### config.mk
export PLATFORM = sky130hd
export DESIGN_NAME = lap_display_ctrl
export DESIGN_NICKNAME = d
export VERILOG_FILES = /design/src/rtl/stopwatch_pkg.sv /design/src/rtl/scan_prescaler.sv /design/src/rtl/lap_display_ctrl.sv
export SDC_FILE = /design/constraint.sdc
export NUM_CORES = 1
export LEC_CHECK = 0
export ABC_AREA = 1
export CAP_MARGIN = 0
export CORE_ASPECT_RATIO = 2
export CORE_UTILIZATION = 55
export CTS_CLUSTER_DIAMETER = 40
export DETAILED_ROUTE_END_ITERATION = 10
export GPL_TIMING_DRIVEN = 0
export PLACE_DENSITY = 0.76
export SYNTH_ARGS = -nofsm -noshare
export SYNTH_HDL_FRONTEND = slang
export SYNTH_HIERARCHICAL = 1
export SYNTH_SLANG_ARGS = --single-unit
### constraint.sdc
create_clock -name clk -period 2.5 [get_ports clk]
set_input_delay 0.75 -clock clk [delete_from_list [all_inputs] [get_ports clk]]
set_output_delay 0.75 -clock clk [all_outputs]
set_load 0.1 [all_outputs]
### src/rtl/stopwatch_pkg.sv
// rtl/stopwatch_pkg.sv - shared types and helpers for the stopwatch display path
package stopwatch_pkg;

    typedef enum logic {LIVE = 1'b0, LAP = 1'b1} lap_state_t;

    // Width of a digit index; never narrower than one bit.
    function automatic int idx_width(input int n);
        return (n <= 1) ? 1 : $clog2(n);
    endfunction

endpackage

### src/rtl/scan_prescaler.sv
// rtl/scan_prescaler.sv - free-running digit scan prescaler and index counter
module scan_prescaler
    import stopwatch_pkg::*;
#(
    parameter int SCAN_DIV = 50000,
    parameter int N_DIGITS = 4,
    localparam int IDX_W   = idx_width(N_DIGITS)
) (
    input  logic             clk,
    input  logic             rst,
    output logic             tick,
    output logic [IDX_W-1:0] index
);

    localparam int CNT_W = $clog2(SCAN_DIV);

    logic [CNT_W-1:0] cnt_q, cnt_d;
    logic [IDX_W-1:0] index_q, index_d;

    always_comb begin
        tick    = (cnt_q == CNT_W'(SCAN_DIV - 1));
        cnt_d   = tick ? '0 : cnt_q + 1'b1;
        index_d = index_q;
        if (tick) begin
            index_d = (index_q == IDX_W'(N_DIGITS - 1)) ? '0 : index_q + 1'b1;
        end
    end

    always_ff @(posedge clk or posedge rst) begin
        if (rst) begin
            cnt_q   <= '0;
            index_q <= '0;
        end else begin
            cnt_q   <= cnt_d;
            index_q <= index_d;
        end
    end

    assign index = index_q;

endmodule

### src/rtl/lap_display_ctrl.sv
// rtl/lap_display_ctrl.sv - lap capture FSM and multiplexed 7-seg digit scan (LEADING_ZERO_BLANK_EN blanks leading zeros)
module lap_display_ctrl
    import stopwatch_pkg::*;
#(
    parameter int N_DIGITS = 4,
    parameter int DIG_W    = 4,
    parameter int SCAN_DIV = 50000
) (
    input  logic                      clk,
    input  logic                      rst,
    input  logic [N_DIGITS*DIG_W-1:0] live_digits,
    input  logic                      lap_btn,
    input  logic                      clr_btn,
    output logic                      mux_sel,
    output logic                      lap_active,
    output logic [DIG_W-1:0]          digit_val,
    output logic [N_DIGITS-1:0]       digit_en
);

    localparam int W     = N_DIGITS * DIG_W;
    localparam int IDX_W = idx_width(N_DIGITS);

    lap_state_t          state_q, state_d;
    logic [W-1:0]        lap_reg_q, lap_reg_d;
    logic                mux_sel_q, mux_sel_d;
    logic                lap_active_q, lap_active_d;
    logic [DIG_W-1:0]    digit_val_q, digit_val_d;
    logic [N_DIGITS-1:0] digit_en_q, digit_en_d;

    logic                tick;
    logic [IDX_W-1:0]    index;
    logic [IDX_W-1:0]    idx_next;
    logic [W-1:0]        src;

    scan_prescaler #(
        .SCAN_DIV (SCAN_DIV),
        .N_DIGITS (N_DIGITS)
    ) u_scan (
        .clk   (clk),
        .rst   (rst),
        .tick  (tick),
        .index (index)
    );

    // Clear dominates a simultaneous lap press, so no capture happens then.
    always_comb begin
        state_d   = state_q;
        lap_reg_d = lap_reg_q;
        if (clr_btn) begin
            state_d   = LIVE;
            lap_reg_d = '0;
        end else if (lap_btn) begin
            if (state_q == LIVE) begin
                state_d   = LAP;
                lap_reg_d = live_digits;
            end else begin
                state_d   = LIVE;
            end
        end
        mux_sel_d    = (state_d == LAP);
        lap_active_d = (state_d == LAP);
    end

    // Digit registers follow the index the prescaler moves to on this edge.
    always_comb begin
        src      = mux_sel_q ? lap_reg_q : live_digits;
        idx_next = index;
        if (tick) begin
            idx_next = (index == IDX_W'(N_DIGITS - 1)) ? '0 : index + 1'b1;
        end
        digit_val_d           = src[int'(idx_next) * DIG_W +: DIG_W];
        digit_en_d            = '0;
        digit_en_d[idx_next]  = 1'b1;
`ifdef LEADING_ZERO_BLANK_EN
        if ((idx_next != '0) && ((src >> (int'(idx_next) * DIG_W)) == '0)) begin
            digit_en_d = '0;
        end
`else
`endif
    end

    always_ff @(posedge clk or posedge rst) begin
        if (rst) begin
            state_q      <= LIVE;
            lap_reg_q    <= '0;
            mux_sel_q    <= 1'b0;
            lap_active_q <= 1'b0;
            digit_val_q  <= '0;
            digit_en_q   <= N_DIGITS'(1);
        end else begin
            state_q      <= state_d;
            lap_reg_q    <= lap_reg_d;
            mux_sel_q    <= mux_sel_d;
            lap_active_q <= lap_active_d;
            digit_val_q  <= digit_val_d;
            digit_en_q   <= digit_en_d;
        end
    end

    assign mux_sel    = mux_sel_q;
    assign lap_active = lap_active_q;
    assign digit_val  = digit_val_q;
    assign digit_en   = digit_en_q;

endmodule

==> impl_metrics.ini <==
[status]
status = finished, final reports clean

[final_layout]
seq_area_um2 = 1080
layout_commonest_cell = nand2_1
most-common-layout-cells = nand2_1, inv_1, dfrtp_1
final_nets = 364
fillers = 357
syn2layout_area_growth_pct = 17.8
diodes = 0
layout-drive-gt1-share_pct = 11.4
multi_input_comb_area_um2 = 1010
final_core_util_pct = 68.0

[cts]
postCtsSetupRepairBufs = 0
cts.clk_slew.worst_paths_ns = 0.08
numCtsBuffers = 5
htree_levels = 2
root_buffer = clkbuf_8
clock_latency_ns = 0.29
ctsLongestPathBuffers = 2
cts.sinks = 43
cts_tree = built

[die]
num_rows = 33
start_util_pct = 57.7
die_x_um = 48.5
io_pins = 30
fp.dieH_um = 95.1
core_um2 = 4130
dieArea_um2 = 4610

[timing]
finalHoldViolCount = 0
hold-worst-slack_ns = 0.493
layout_setup_ws_ns = 0.105
slew_viol_final = 0
clock_skew_ns = 0.00372
worst_pin_slew_ns = 0.965
setup_tns_ns = 0
timing.final.crit_share_pct = 95.8
setup_viol = 0
rsz0062_at_grt = false
slew_headroom_pct = 35.6
post-route-min-period_ns = 2.40
fmax_mhz = 417

[route]
post_drt_wl_per_cell_um = 12.6
drc_errors = 0
drt_iter0_drc = 38
drt_wl_total_mm = 4.98
vias = 1907
dr.pass1.iters = 4
postRouteAntennaNets = 0
vias_per_cell = 4.83

[global_route]
grtUsageTotal_pct = 24.8
met3_usage_pct = 2.87
grt-busiest-layer = met2
first_global_vias = 1907
use_met1_pct = 21.6
grt_max_degree = 26
grt_remaining_overflow = 0
grt_first_pass_wirelength_mm = 8.41
grt_util_met2_pct = 53.6
antenna_found_initial = 0

[min_path]
worstHoldPathType = flip-flop to flip-flop

[synth]
syn_inst = 306
synth.area.top_cells = dfrtp_1, nand2_1, inv_1, o22ai_2, nor2_1
synth_top_area_share_pct = 44.1
yosysTopAreaCell = dfrtp_1
syn_area_um2 = 2380
synth_edf_count = 0
seq_area_frac_synth_pct = 45.2
syn_area_per_cell_um2 = 7.79
synthFlopType = dfrtp_1
async_reset_ff_share_pct = 100
synth-seq-cells = 43
syn-num-nets = 328
ys_types = 30
yosysWarnings = 6

[placed_design]
portBuffers = 29
routabilityCongestion = 0.817
hpwlAfterDp_mm = 3.86
dp_slack_ns = 0.136

[setup_path]
crit_arrival_ns = 1.65
path_class = flip-flop to output pin
critical_path_required_ns = 1.75
critPathSlowestCell = dlygate4sd2_1
endpoint_kind = output pin
start_kind = flip-flop
cp_max_fo = 1
crit_chain = dlygate4sd2_1
path_buf_inv = 1
cp_top_family = buffers and inverters
critPathMaxStageDelay_ns = 0.84

[power]
seqPwrFrac_pct = 51.4
switchingPower_uw = 415
p_leak_nw = 1.52
swShare_pct = 29.1
irDropWorstVdd_mv = 0.441
p_per_area_nw_per_um2 = 507
combPwrFrac_pct = 19.2
p_total_mw = 1.42
power.internal_mw = 1.01
pwr-share-clk_pct = 29.4

[flow_run]
drv_cap = 0
## area by class of cell
cell class	instances	share of cell area [%]
Tap cell	52	2.32
Clock buffer	7	2.72
Clock inverter	1	0.178
Multi-Input combinational cell	197	36.0
Buffer	7	2.59
Timing Repair Buffer	29	9.90
Sequential cell	43	38.4
Inverter	59	7.94
## timing repair
| action | 4_1_cts | 5_1_grt |
|---|---|---|
| setup endpoints to repair | 10 | 0 |
| resized for setup | 10 | 0 |
| hold buffers | 0 | 0 |
## state kept, by name, summed over array words and instances (netlist names)
| name | flops |
|---|---|
| lap_active | 1 |
| u_scan/cnt_q | 16 |
| digit_val | 4 |
| lap_reg_q | 16 |
| u_scan/index | 2 |
| digit_en | 4 |
## synth_stat cells (4+ instances only)
master	instances
buf_4	4
dfrtp_1	42
inv_1	58
nand2_1	105
nand2_2	4
nand3_1	17
nor2_1	25
o21ai_0	4
o22ai_1	6
o22ai_2	10
xor2_1	5
## power groups by stage
stage	combinational, mW	sequential (mW)	clock [mW]
floorplan	0.137	0.809	0
global placement	0.281	0.744	0
detailed placement	0.283	0.745	0
CTS	0.277	0.731	0.439
global route	0.299	0.733	0.460
finish	0.274	0.732	0.419
## cells by family (layout without fill, tap and decap cells)
family / after synthesis / count (layout) / synth area share, %
AO/OA/AOI/OAI: 24 / 24 / 8.67
adder cells (fa/ha/maj): 2 / 2 / 1.05
flip-flops: 43 / 43 / 45.2
AND/OR/NAND/NOR: 166 / 166 / 30.8
buffers and inverters: 66 / 103 / 12.4
XOR/XNOR: 5 / 5 / 1.84
## final timing paths
path | from | endpoint | slack (ns) | cells past startpoint
worst max-delay path | digit_en[0] | digit_en[0] | 0.10 | 1
worst min-delay path | u_scan/cnt_q[0] | u_scan/cnt_q[0] | 0.49 | 1
worst max register to register | u_scan/cnt_q[0] | digit_val[3] | 0.52 | 11
worst min register to register | u_scan/cnt_q[0] | u_scan/cnt_q[0] | 0.49 | 1
max in group asynchronous | rst | lap_reg_q[9] | 0.91 | 2
min in group asynchronous | rst | u_scan/cnt_q[3] | 0.89 | 2
## layer usage
| layer | vias to the layer above | routed length (µm) |
|---|---|---|
| met3 | 7 | 68 |
| met1 | 883 | 1780 |
| li1 | 995 | - |
| met5 | - | 0 |
| met2 | 22 | 3030 |
| met4 | 0 | 98 |
## per-stage QoR
step           cells  cell area, µm²
2_1_floorplan    306            2380
3_3_place_gp     387            2740
3_5_place_dp     387            2740
4_1_cts          395            2810
5_1_grt          395            2810
6_report         395            2810
No activity file was read; power rests on OpenSTA's default activity.
